## config.mk

```make
export PLATFORM = sky130hd
export DESIGN_NAME = pixel_threshold_pipe_flat
export DESIGN_NICKNAME = d
export VERILOG_FILES = /design/src/rtl/pixel_threshold_if.sv /design/src/rtl/pixel_threshold_pipe.sv /design/src/flat_wrapper.sv
export SDC_FILE = /design/constraint.sdc
export NUM_CORES = 1
export LEC_CHECK = 0
export BUFFER_PORTS_ARGS = -buffer_cell sky130_fd_sc_hd__buf_2
export CAP_MARGIN = 20
export CORE_AREA = 2 2 107 109
export DETAILED_ROUTE_END_ITERATION = 6
export DIE_AREA = 0 0 109 111
export GPL_TIMING_DRIVEN = 0
export HOLD_SLACK_MARGIN = 0.12
export PLACE_DENSITY = 0.79
export SLEW_MARGIN = 15
export SYNTH_ARGS = -nofsm -noshare
export SYNTH_HDL_FRONTEND = slang
export SYNTH_SLANG_ARGS = --single-unit
```

## constraint.sdc

```tcl
create_clock -name iCLK -period 7.09 [get_ports iCLK]
set_clock_uncertainty 0.1 [all_clocks]
set_input_delay 1.0635 -clock iCLK [delete_from_list [all_inputs] [get_ports iCLK]]
set_output_delay 1.0635 -clock iCLK [all_outputs]
set_load 0.01 [all_outputs]
```

## src/rtl/pixel_threshold_if.sv

```systemverilog
// Pixel stream bundle for the threshold pipe.
// Master drives the input beat and receives the processed beat.
interface pixel_threshold_if #(
  parameter int NUM_CH = 2,
  parameter int DATA_W = 16,
  parameter int GRAY_W = 8
);
  logic                     iValid;
  logic                     iSOF;
  logic                     iEOF;
  logic [NUM_CH*DATA_W-1:0] iData;
  logic [GRAY_W-1:0]        iGray;
  logic                     oValid;
  logic                     oSOF;
  logic                     oEOF;
  logic [NUM_CH*DATA_W-1:0] oData;

  modport master (
    output iValid, iSOF, iEOF, iData, iGray,
    input  oValid, oSOF, oEOF, oData
  );

  modport slave (
    input  iValid, iSOF, iEOF, iData, iGray,
    output oValid, oSOF, oEOF, oData
  );
endinterface

```

## src/rtl/pixel_threshold_pipe.sv

```systemverilog
// Two-stage streaming binariser with frame-latched controls,
// hysteresis mode and per-frame mean gray measurement.
module pixel_threshold_pipe #(
  parameter int NUM_CH   = 2,
  parameter int DATA_W   = 16,
  parameter int GRAY_W   = 8,
  parameter int LOG2_PIX = 19
) (
  input  logic              iCLK,
  input  logic              iRST,
  pixel_threshold_if.slave  pix,
  input  logic              iEnable,
  input  logic [1:0]        iMode,
  input  logic [GRAY_W-1:0] iThreshold,
  input  logic [GRAY_W-1:0] iThreshLo,
  output logic [GRAY_W-1:0] oFrameMean,
  output logic              oMeanValid
);

  localparam int DW    = NUM_CH * DATA_W;
  localparam int ACC_W = GRAY_W + LOG2_PIX;

  typedef enum logic [1:0] {
    MODE_BIN  = 2'd0,
    MODE_INV  = 2'd1,
    MODE_HYST = 2'd2,
    MODE_MEAN = 2'd3
  } mode_e;

  logic              s1Valid;
  logic              s1Sof;
  logic              s1Eof;
  logic [DW-1:0]     s1Data;
  logic [GRAY_W-1:0] s1Gray;

  logic              ctlEnable;
  mode_e             ctlMode;
  logic [GRAY_W-1:0] ctlThr;
  logic [GRAY_W-1:0] ctlLo;

  logic              hyst;
  logic [ACC_W-1:0]  acc;

  logic              hit;
  logic              hPrev;
  logic              hNext;
  logic              bitOut;
  logic [DW-1:0]     dataNext;
  logic [ACC_W:0]    sum;
  logic [ACC_W-1:0]  accNext;
  logic [GRAY_W-1:0] meanNext;

  always_comb begin
    hit   = s1Gray >= ctlThr;
    hPrev = s1Sof ? 1'b0 : hyst;
    hNext = hPrev;
    // set wins over clear when the low level sits above the high level
    if (hit)
      hNext = 1'b1;
    else if (s1Gray < ctlLo)
      hNext = 1'b0;

    bitOut = hit;
    unique case (ctlMode)
      MODE_BIN:  bitOut = hit;
      MODE_INV:  bitOut = !hit;
      MODE_HYST: bitOut = hNext;
      MODE_MEAN: bitOut = hit;
      default:   bitOut = hit;
    endcase

    dataNext = ctlEnable ? {DW{bitOut}} : s1Data;

    sum     = (ACC_W+1)'(acc) + (ACC_W+1)'(s1Gray);
    accNext = sum[ACC_W] ? {ACC_W{1'b1}} : sum[ACC_W-1:0];
    if (s1Sof)
      accNext = ACC_W'(s1Gray);
    meanNext = GRAY_W'(accNext >> LOG2_PIX);
  end

  always_ff @(posedge iCLK) begin
    if (iRST) begin
      s1Valid    <= 1'b0;
      s1Sof      <= 1'b0;
      s1Eof      <= 1'b0;
      s1Data     <= '0;
      s1Gray     <= '0;
      ctlEnable  <= 1'b0;
      ctlMode    <= MODE_BIN;
      ctlThr     <= '0;
      ctlLo      <= '0;
      hyst       <= 1'b0;
      acc        <= '0;
      pix.oValid <= 1'b0;
      pix.oSOF   <= 1'b0;
      pix.oEOF   <= 1'b0;
      pix.oData  <= '0;
      oFrameMean <= '0;
      oMeanValid <= 1'b0;
    end else begin
      s1Valid <= pix.iValid;
      s1Sof   <= pix.iValid & pix.iSOF;
      s1Eof   <= pix.iValid & pix.iEOF;
      if (pix.iValid) begin
        s1Data <= pix.iData;
        s1Gray <= pix.iGray;
      end

      // SOF beat carries the new controls into stage 2 one edge later
      if (pix.iValid && pix.iSOF) begin
        ctlEnable <= iEnable;
        ctlMode   <= mode_e'(iMode);
        ctlThr    <= (iMode == 2'd3) ? oFrameMean : iThreshold;
        ctlLo     <= iThreshLo;
      end

      pix.oValid <= s1Valid;
      pix.oSOF   <= s1Sof;
      pix.oEOF   <= s1Eof;
      oMeanValid <= s1Valid & s1Eof;

      if (s1Valid) begin
        pix.oData <= dataNext;
        hyst      <= hNext;
        acc       <= accNext;
        if (s1Eof)
          oFrameMean <= meanNext;
      end
    end
  end

endmodule

```

## src/flat_wrapper.sv

```systemverilog
// flat-port wrapper written by rule: the top's interface ports become plain ports
module pixel_threshold_pipe_flat 
#(
  parameter int NUM_CH   = 2,
  parameter int DATA_W   = 16,
  parameter int GRAY_W   = 8,
  parameter int LOG2_PIX = 19
)
  (iCLK, iRST, iEnable, iMode, iThreshold, iThreshLo, oFrameMean, oMeanValid, pix_iValid, pix_iSOF, pix_iEOF, pix_iData, pix_iGray, pix_oValid, pix_oSOF, pix_oEOF, pix_oData);
  pixel_threshold_if #(.NUM_CH(NUM_CH), .DATA_W(DATA_W), .GRAY_W(GRAY_W)) pix_i ();
  input  logic iCLK;
  input  logic iRST;
  input  logic iEnable;
  input  logic [1:0] iMode;
  input  logic [GRAY_W-1:0] iThreshold;
  input  logic [GRAY_W-1:0] iThreshLo;
  output logic [GRAY_W-1:0] oFrameMean;
  output logic oMeanValid;
  input wire logic [$bits(pix_i.iValid)-1:0] pix_iValid;
  input wire logic [$bits(pix_i.iSOF)-1:0] pix_iSOF;
  input wire logic [$bits(pix_i.iEOF)-1:0] pix_iEOF;
  input wire logic [$bits(pix_i.iData)-1:0] pix_iData;
  input wire logic [$bits(pix_i.iGray)-1:0] pix_iGray;
  output wire logic [$bits(pix_i.oValid)-1:0] pix_oValid;
  output wire logic [$bits(pix_i.oSOF)-1:0] pix_oSOF;
  output wire logic [$bits(pix_i.oEOF)-1:0] pix_oEOF;
  output wire logic [$bits(pix_i.oData)-1:0] pix_oData;
  assign pix_i.iValid = pix_iValid;
  assign pix_i.iSOF = pix_iSOF;
  assign pix_i.iEOF = pix_iEOF;
  assign pix_i.iData = pix_iData;
  assign pix_i.iGray = pix_iGray;
  assign pix_oValid = pix_i.oValid;
  assign pix_oSOF = pix_i.oSOF;
  assign pix_oEOF = pix_i.oEOF;
  assign pix_oData = pix_i.oData;
  pixel_threshold_pipe #(.NUM_CH(NUM_CH), .DATA_W(DATA_W), .GRAY_W(GRAY_W), .LOG2_PIX(LOG2_PIX)) u_core (.iCLK(iCLK), .iRST(iRST), .pix(pix_i), .iEnable(iEnable), .iMode(iMode), .iThreshold(iThreshold), .iThreshLo(iThreshLo), .oFrameMean(oFrameMean), .oMeanValid(oMeanValid));
endmodule
```

==> run_results.csv, run 1 <==
group,metric,value,unit
finish,final_cells,942,
die,fp-row-count,39,
finish,drive_gt1_share,18.3,%
logic_synthesis,synthCells,665,
critical_path,crit_path_start_kind,"flip-flop",
clock_network,htree_num_levels,4,
die,die-area,12100,um^2
logic_synthesis,synthArstFlopShare,0,%
logic_synthesis,synth_compound_area_share,19.7,%
finish,syn_to_final_growth,20.9,%
run,cap_violations,0,
logic_synthesis,syn_area_per_cell,8.94,um^2
clock_network,cts_tree,"yes",
global_routing,grt_max_degree,17,
clock_network,cts_resized,0,
die,io_pins,108,
clock_network,cts-root-buf,"clkbuf_16",
timing,finalSetupViolations,0,
logic_synthesis,synthMuxAreaShare,7.07,%
clock_network,clock_path_buffers,2,
critical_path,cpMostUsedCell,"a21o_1",
place,place_inst,912,
logic_synthesis,synth_top_family_by_area,"compound AO/OA/AOI/OAI gates",
global_routing,grt-ovfl-total,0,
route,vias,5475,
die,die_x,109,um
global_routing,grt_pass1_wl,25.8,mm
pwr,p_leak,0.00316,uW
global_routing,grt_usage,27.1,%
critical_path,critPathMaxStageDelay,0.48,ns
logic_synthesis,synth_seq_area_share,45.1,%
timing,tightest_slew,0.803,ns
critical_path,cp_max_fo,10,
route,wl,15.8,mm
critical_path,path_cells,"inv_1, ha_1, nand2b_1, a21o_1, a21o_1, a21oi_1, o2111ai_1, o2bb2ai_1, clkbuf_1, a221o_1",
pwr,peakVddDrop,0.218,mV
critical_path,critical_path.slowest_cell,"dfxtp_1",
min_path,hold_path.class,"reg2reg",
global_routing,antenna_found_initial,0,
timing,rsz0062_at_grt,"false",
die,start_util,53.7,%
pwr,combPwrFrac,9.0,%
logic_synthesis,synth-simple-area-share,16.7,%
pwr,p_seq_share,45.5,%
die,core_region_area,11100,um^2
pwr,clkPwrFrac,45.5,%
finish,postLayoutCellArea,7190,um^2
clock_network,cts_made_buffers,17,
pwr,p_int,1350,uW
clock_network,clk_latency,0.42,ns
timing,fmax,336,MHz
pwr,power.density,246,nW/um^2
global_routing,top_usage_layer,"met2",
timing,slew_violations,0,
route,wire_per_inst,16.7,um
clock_network,clk_pin_slew,0.05,ns
critical_path,crit_type,"reg2reg",
global_routing,grt_use_met1,32.1,%
logic_synthesis,ys_warn_count,0,
die,dieHeight,111,um
global_routing,grt_use_met3,6.76,%
pwr,switchingPower,421,uW
route,drc_errors,0,
logic_synthesis,ys_types,56,
critical_path,worstPathArrival,3.22,ns
route,first_pass_iters,5,
place,dpl_cell_area,6650,um^2
timing,slew_headroom,46.4,%
timing,fin_crit_sh,42.0,%
global_routing,gr-usage-met2,45.7,%
logic_synthesis,synth_area,5950,um^2
pwr,p_sw_share,23.8,%
finish,finalNetCount,878,
timing,finalHoldViolCount,0,
global_routing,grt_pass1_vias,5475,
logic_synthesis,synth-adder-area-share,5.60,%
clock_network,cts.sinks,134,
logic_synthesis,synth_ff_type,"dfxtp_1",
place,gp_congestion,0.876,
route,antenna_left,0,
finish,antenna_cells,0,
clock_network,cts_hold_buf,0,
logic_synthesis,synthXorXnorAreaFrac,1.18,%
place,hpwlAfterDp,11.0,mm
logic_synthesis,ys_seq_elements,134,
timing,finalCriticalPeriod,2.97,ns
place,port_buffers,104,
critical_path,required,7.34,ns
clock_network,post_cts_buffers,0,
route,drtIter0Drc,379,
critical_path,end_kind,"flip-flop",
status,status,"finished clean",
logic_synthesis,synth_fp_nets,755,
timing,setup_tns,0,ns
route,vias_per_cell,5.81,
logic_synthesis,synth_edf_count,0,
## power groups by stage
stage | clock, uW | sequential [uW] | combinational (uW)
CTS | 814 | 805 | 159
global route | 848 | 808 | 178
detailed placement | 0 | 820 | 157
floorplan | 0 | 817 | 101
global placement | 0 | 818 | 150
finish | 804 | 805 | 159
## flip-flops by register name, indices dropped and copies added (netlist names), 2 cells and up
signal / count
u_core.s1Gray: 8
u_core.acc: 27
u_core.oFrameMean: 8
u_core.pix.oData: 32
u_core.ctlThr: 8
u_core.s1Data: 32
u_core.ctlMode: 2
u_core.ctlLo: 8
## critical path: cells and delay by family (launching register included)
| family | cells | cell delay, ns |
|---|---|---|
| simple gates | 1 | 0.14 |
| flops | 1 | 0.48 |
| compound gates | 6 | 1.35 |
| fa+ha+maj | 1 | 0.27 |
| buf+inv | 2 | 0.55 |
## metal layers
layer,wire length (um),up-vias,share of wire (%)
met5,0,-,0
met4,458,0,2.9
met3,943,42,6.0
met2,8080,248,51
met1,6280,2566,40
li1,-,2619,-
## Yosys cell counts, types with 2 or more instances
master,number,area (um^2)
a311oi_1,8,70.1
a31oi_1,2,12.5
nand2b_1,4,25.0
a221o_1,32,320
nand3_2,2,20.0
and3_1,4,25.0
dfxtp_1,134,2680
o21a_1,6,45.0
nor2_1,75,282
nor4_1,2,12.5
o2111ai_1,2,17.5
o21ai_1,4,20.0
xnor2_1,6,52.6
o31ai_1,3,22.5
xor2_1,2,17.5
a21o_1,7,52.6
nand2_1,72,270
mux2i_1,42,420
a21oi_1,37,185
and2_1,5,31.3
a211oi_1,3,22.5
nand3_1,15,75.1
clkbuf_1,32,120
o2bb2ai_1,4,35.0
nor3_2,3,30.0
nor3_1,11,55.1
inv_1,32,120
buf_1,7,26.3
ha_1,25,313
or3_1,4,25.0
o21ai_0,50,250
nor2b_1,5,31.3
buf_2,2,10.0
## placed cells by master (no fill, tap or decap), drive strengths merged, types with 3 or more instances in the layout
| cell type | Yosys | final |
|---|---|---|
| a21oi | 37 | 37 |
| a211oi | 4 | 4 |
| nor3 | 14 | 14 |
| nand2 | 72 | 72 |
| a311oi | 8 | 8 |
| o31ai | 3 | 3 |
| nor2b | 5 | 5 |
| nor2 | 75 | 75 |
| clkinv | 0 | 5 |
| nand2b | 4 | 4 |
| mux2i | 42 | 42 |
| and3 | 4 | 4 |
| a221o | 32 | 32 |
| o21ai | 54 | 54 |
| buf | 9 | 113 |
| dfxtp | 134 | 134 |
| o21a | 6 | 6 |
| ha | 25 | 25 |
| nand3 | 17 | 17 |
| clkbuf | 32 | 54 |
| and2 | 5 | 5 |
| nor4 | 3 | 3 |
| o2bb2ai | 4 | 4 |
| inv | 32 | 32 |
| xnor2 | 6 | 6 |
| a21o | 7 | 7 |
| or3 | 5 | 5 |
## worst paths after layout
path / from / slack (ns) / endpoint / cells after the start
max reg2reg: u_core.s1Gray[0]$_SDFFE_PP0P_ / 4.12 / u_core.pix.oData[18]$_SDFFE_PP0P_ / 10
min: u_core.ctlLo[0]$_SDFFE_PP0P_ / 0.36 / u_core.ctlLo[0]$_SDFFE_PP0P_ / 2
min reg2reg: u_core.ctlLo[0]$_SDFFE_PP0P_ / 0.36 / u_core.ctlLo[0]$_SDFFE_PP0P_ / 2
max: u_core.s1Gray[0]$_SDFFE_PP0P_ / 4.12 / u_core.pix.oData[18]$_SDFFE_PP0P_ / 10
## through the flow
step                setup WS (ns)  power [uW]  utilization, %  hold WS (ns)
floorplan                    4.66         918               -         0.332
global placement             4.11         968            60.0         0.341
detailed placement           4.08         976            60.0         0.351
CTS                          4.15        1780            64.9         0.360
global route                 3.89        1830            64.9         0.378
finish                       4.12        1770            64.9         0.358
## logic make-up after synthesis
group,count (synthesis)
muxes,42
and+or+nand+nor,212
xor gates and xnor gates,8
DFF,134
buffers and inverters,73
AOI/OAI and AO/OA,170
adders and majority gates,26
## cell type report
| type | count | area, um^2 |
|---|---|---|
| multi-input cells | 458 | 2990 |
| clock inverters | 8 | 77.6 |
| plain buffers | 41 | 156 |
| clock buffers | 22 | 464 |
| fillers | 898 | 3890 |
| flip-flops and latches | 134 | 2680 |
| well taps | 143 | 179 |
| repair buffers | 104 | 520 |
| inverters | 32 | 120 |
(Power assumes the default switching activity.)
==> inputs of run 2 (changes only) <==
--- a/config.mk
+++ b/config.mk
@@ -7,12 +7,12 @@
 export LEC_CHECK = 0
 export BUFFER_PORTS_ARGS = -buffer_cell sky130_fd_sc_hd__buf_2
 export CAP_MARGIN = 20
-export CORE_AREA = 2 2 107 109
+export CORE_AREA = 2 2 113 115
 export DETAILED_ROUTE_END_ITERATION = 6
-export DIE_AREA = 0 0 109 111
+export DIE_AREA = 0 0 115 117
 export GPL_TIMING_DRIVEN = 0
 export HOLD_SLACK_MARGIN = 0.12
-export PLACE_DENSITY = 0.79
+export PLACE_DENSITY = 0.75
 export SLEW_MARGIN = 15
 export SYNTH_ARGS = -nofsm -noshare
 export SYNTH_HDL_FRONTEND = slang
==> constraint.sdc (replaced) <==
create_clock -name iCLK -period 2.4 [get_ports iCLK]
set_clock_uncertainty 0.1 [all_clocks]
set_input_delay 0.36 -clock iCLK [delete_from_list [all_inputs] [get_ports iCLK]]
set_output_delay 0.36 -clock iCLK [all_outputs]
set_load 0.01 [all_outputs]
==> run_results.csv, run 2 (synthesis gave the netlist of run 1 again) <==
group,metric,value,unit
clock_network,cts_tree,"yes",
pwr,combPwrFrac,10.8,%
finish,mostFrequentLayoutCells,"120 x dfxtp_1, 105 x buf_2, 75 x nor2_1",
timing,slew_headroom,43.0,%
finish,drive_gt1_share,24.3,%
clock_network,cts.sinks,134,
finish,syn_to_final_growth,37.1,%
global_routing,grt_max_degree,17,
timing,worst_slack,-0.0747,ns
finish,finalNetCount,951,
global_routing,grt_use_met3,5.66,%
run,cap_violations,0,
finish,final_common_cell,"dfxtp_1",
place,hpwlAfterDp,11.2,mm
status,status,"finished with violations",
pwr,switchingPower,1410,uW
finish,reg_top3,"u_core.pix.oData: 32 flops, u_core.s1Data: 32 flops, u_core.acc: 27 flops",
route,wire_per_inst,17.2,um
pwr,clkPwrFrac,45.7,%
global_routing,gr-usage-met2,44.1,%
pwr,peakVddDrop,0.479,mV
global_routing,top_usage_layer,"met2",
critical_path,required,2.65,ns
critical_path,worstPathArrival,2.72,ns
route,antenna_left,0,
die,dieHeight,117,um
global_routing,grt_pass1_vias,5655,
place,port_buffers,104,
clock_network,clock_path_buffers,2,
die,io_pins,108,
route,drc_errors,0,
die,start_util,48.3,%
global_routing,grt-ovfl-total,0,
clock_network,cts_made_buffers,17,
die,die-area,13500,um^2
timing,finalSetupViolations,4,
global_routing,grt_usage,25.7,%
global_routing,grt_use_met1,30.8,%
route,first_pass_iters,5,
place,gp_congestion,0.855,
route,wl,17.6,mm
pwr,p_int,4060,uW
critical_path,end_kind,"flip-flop",
route,drtIter0Drc,516,
timing,fin_crit_sh,103,%
die,die_x,115,um
route,vias_per_cell,5.72,
critical_path,crit_path_start_kind,"flip-flop",
clock_network,htree_num_levels,4,
timing,fmax,404,MHz
place,dpl_cell_area,6660,um^2
pwr,p_sw_share,25.8,%
global_routing,grt_pass1_wl,27.2,mm
min_path,hold_path.class,"in2reg",
critical_path,crit_type,"reg2reg",
global_routing,antenna_found_initial,0,
clock_network,clk_pin_slew,0.06,ns
route,vias,5862,
critical_path,cp_max_fo,4,
timing,finalHoldViolCount,0,
timing,finalCriticalPeriod,2.47,ns
timing,hold_slack,0.0929,ns
die,fp-row-count,41,
timing,tightest_slew,0.855,ns
finish,postLayoutCellArea,8150,um^2
pwr,p_leak,0.00358,uW
finish,antenna_cells,0,
die,core_region_area,12300,um^2
status,violations,"setup timing",
clock_network,clk_latency,0.43,ns
timing,rsz0062_at_grt,"true",
pwr,power.density,672,nW/um^2
timing,slew_violations,0,
clock_network,cts-root-buf,"clkbuf_16",
pwr,p_seq_share,43.5,%
-- run 2: cell types whose count changed in the layout (fill, tap and decap cells not counted), moves of 6 or more --
cell	before	now
dlygate4sd3_1	0	57
dfxtp_1	134	120
buf_4	0	12
dfxtp_2	0	11
clkbuf_1	35	25
buf_6	0	8
o21ai_0	50	42
o21ai_1	4	10
-- run 2: what timing repair did --
item / 4_1_cts / 5_1_grt
buffers inserted: 7 / 6
gates cloned: 0 / 3
gates resized for setup: 28 / 58
endpoints found under the setup margin: 67 / 56
pin swaps: 5 / 12
endpoints found under the hold margin: 57 / 0
hold buffers: 57 / 0
-- run 2: worst max-delay path: stages (launching register included) --
cell and delay (ns):
dfxtp_4 0.39, ha_4 0.14, inv_2 0.03, fa_2 0.35, nor2b_2 0.18, o211a_1 0.23, o41a_1 0.21, nor3b_4 0.28
nand3_2 0.12, xor2_1 0.17, a211oi_2 0.20
-- run 2: power by group through the flow --
stage / combinational [uW] / clock, uW / sequential, uW
after floorplan: 299 / 0 / 2410
after global placement: 442 / 0 / 2420
after detailed placement: 462 / 0 / 2420
after CTS: 550 / 2520 / 2380
after global routing: 657 / 2630 / 2390
final: 594 / 2500 / 2380
-- run 2: final cells by class --
class	instances	area, um^2
multi-input combinational	458	3150
buffer	41	196
timing repair buffer	177	1230
sequential	134	2710
inverter	32	120
clock buffer	19	443
fill	926	4160
clock inverter	13	123
tap	150	188
-- run 2: worst paths after layout --
path	start	end	slack, ns	depth (start not counted)
worst min-delay path	pix_iData[18]	u_core.s1Data[18]$_SDFFE_PP0P_	0.09	3
worst max-delay path	u_core.s1Gray[0]$_SDFFE_PP0P_	u_core.oFrameMean[7]$_SDFFE_PP0P_	-0.07	10
worst max register to register	u_core.s1Gray[0]$_SDFFE_PP0P_	u_core.oFrameMean[7]$_SDFFE_PP0P_	-0.07	10
worst min register to register	u_core.ctlLo[6]$_SDFFE_PP0P_	u_core.ctlLo[6]$_SDFFE_PP0P_	0.36	2
-- run 2: routing by layer --
layer	up-vias	part of all wire, %	routed length (um)
met3	72	5.5	963
met5	-	0	0
li1	2765	-	-
met1	2796	40	7120
met2	229	50	8840
met4	0	3.8	675
-- run 2: per-stage QoR --
stage               std cells  TNS [ns]  worst slack [ns]  total power, uW  utilization (%)
floorplan                 665         0            0.0701             2710                -
global placement          919    -18.15            -0.403             2860             54.1
detailed placement        919    -20.01            -0.435             2890             54.1
CTS                      1015         0          0.000402             5440             64.3
global route             1024     -1.82            -0.155             5670             66.2
finish                   1024    -0.214           -0.0747             5480             66.2
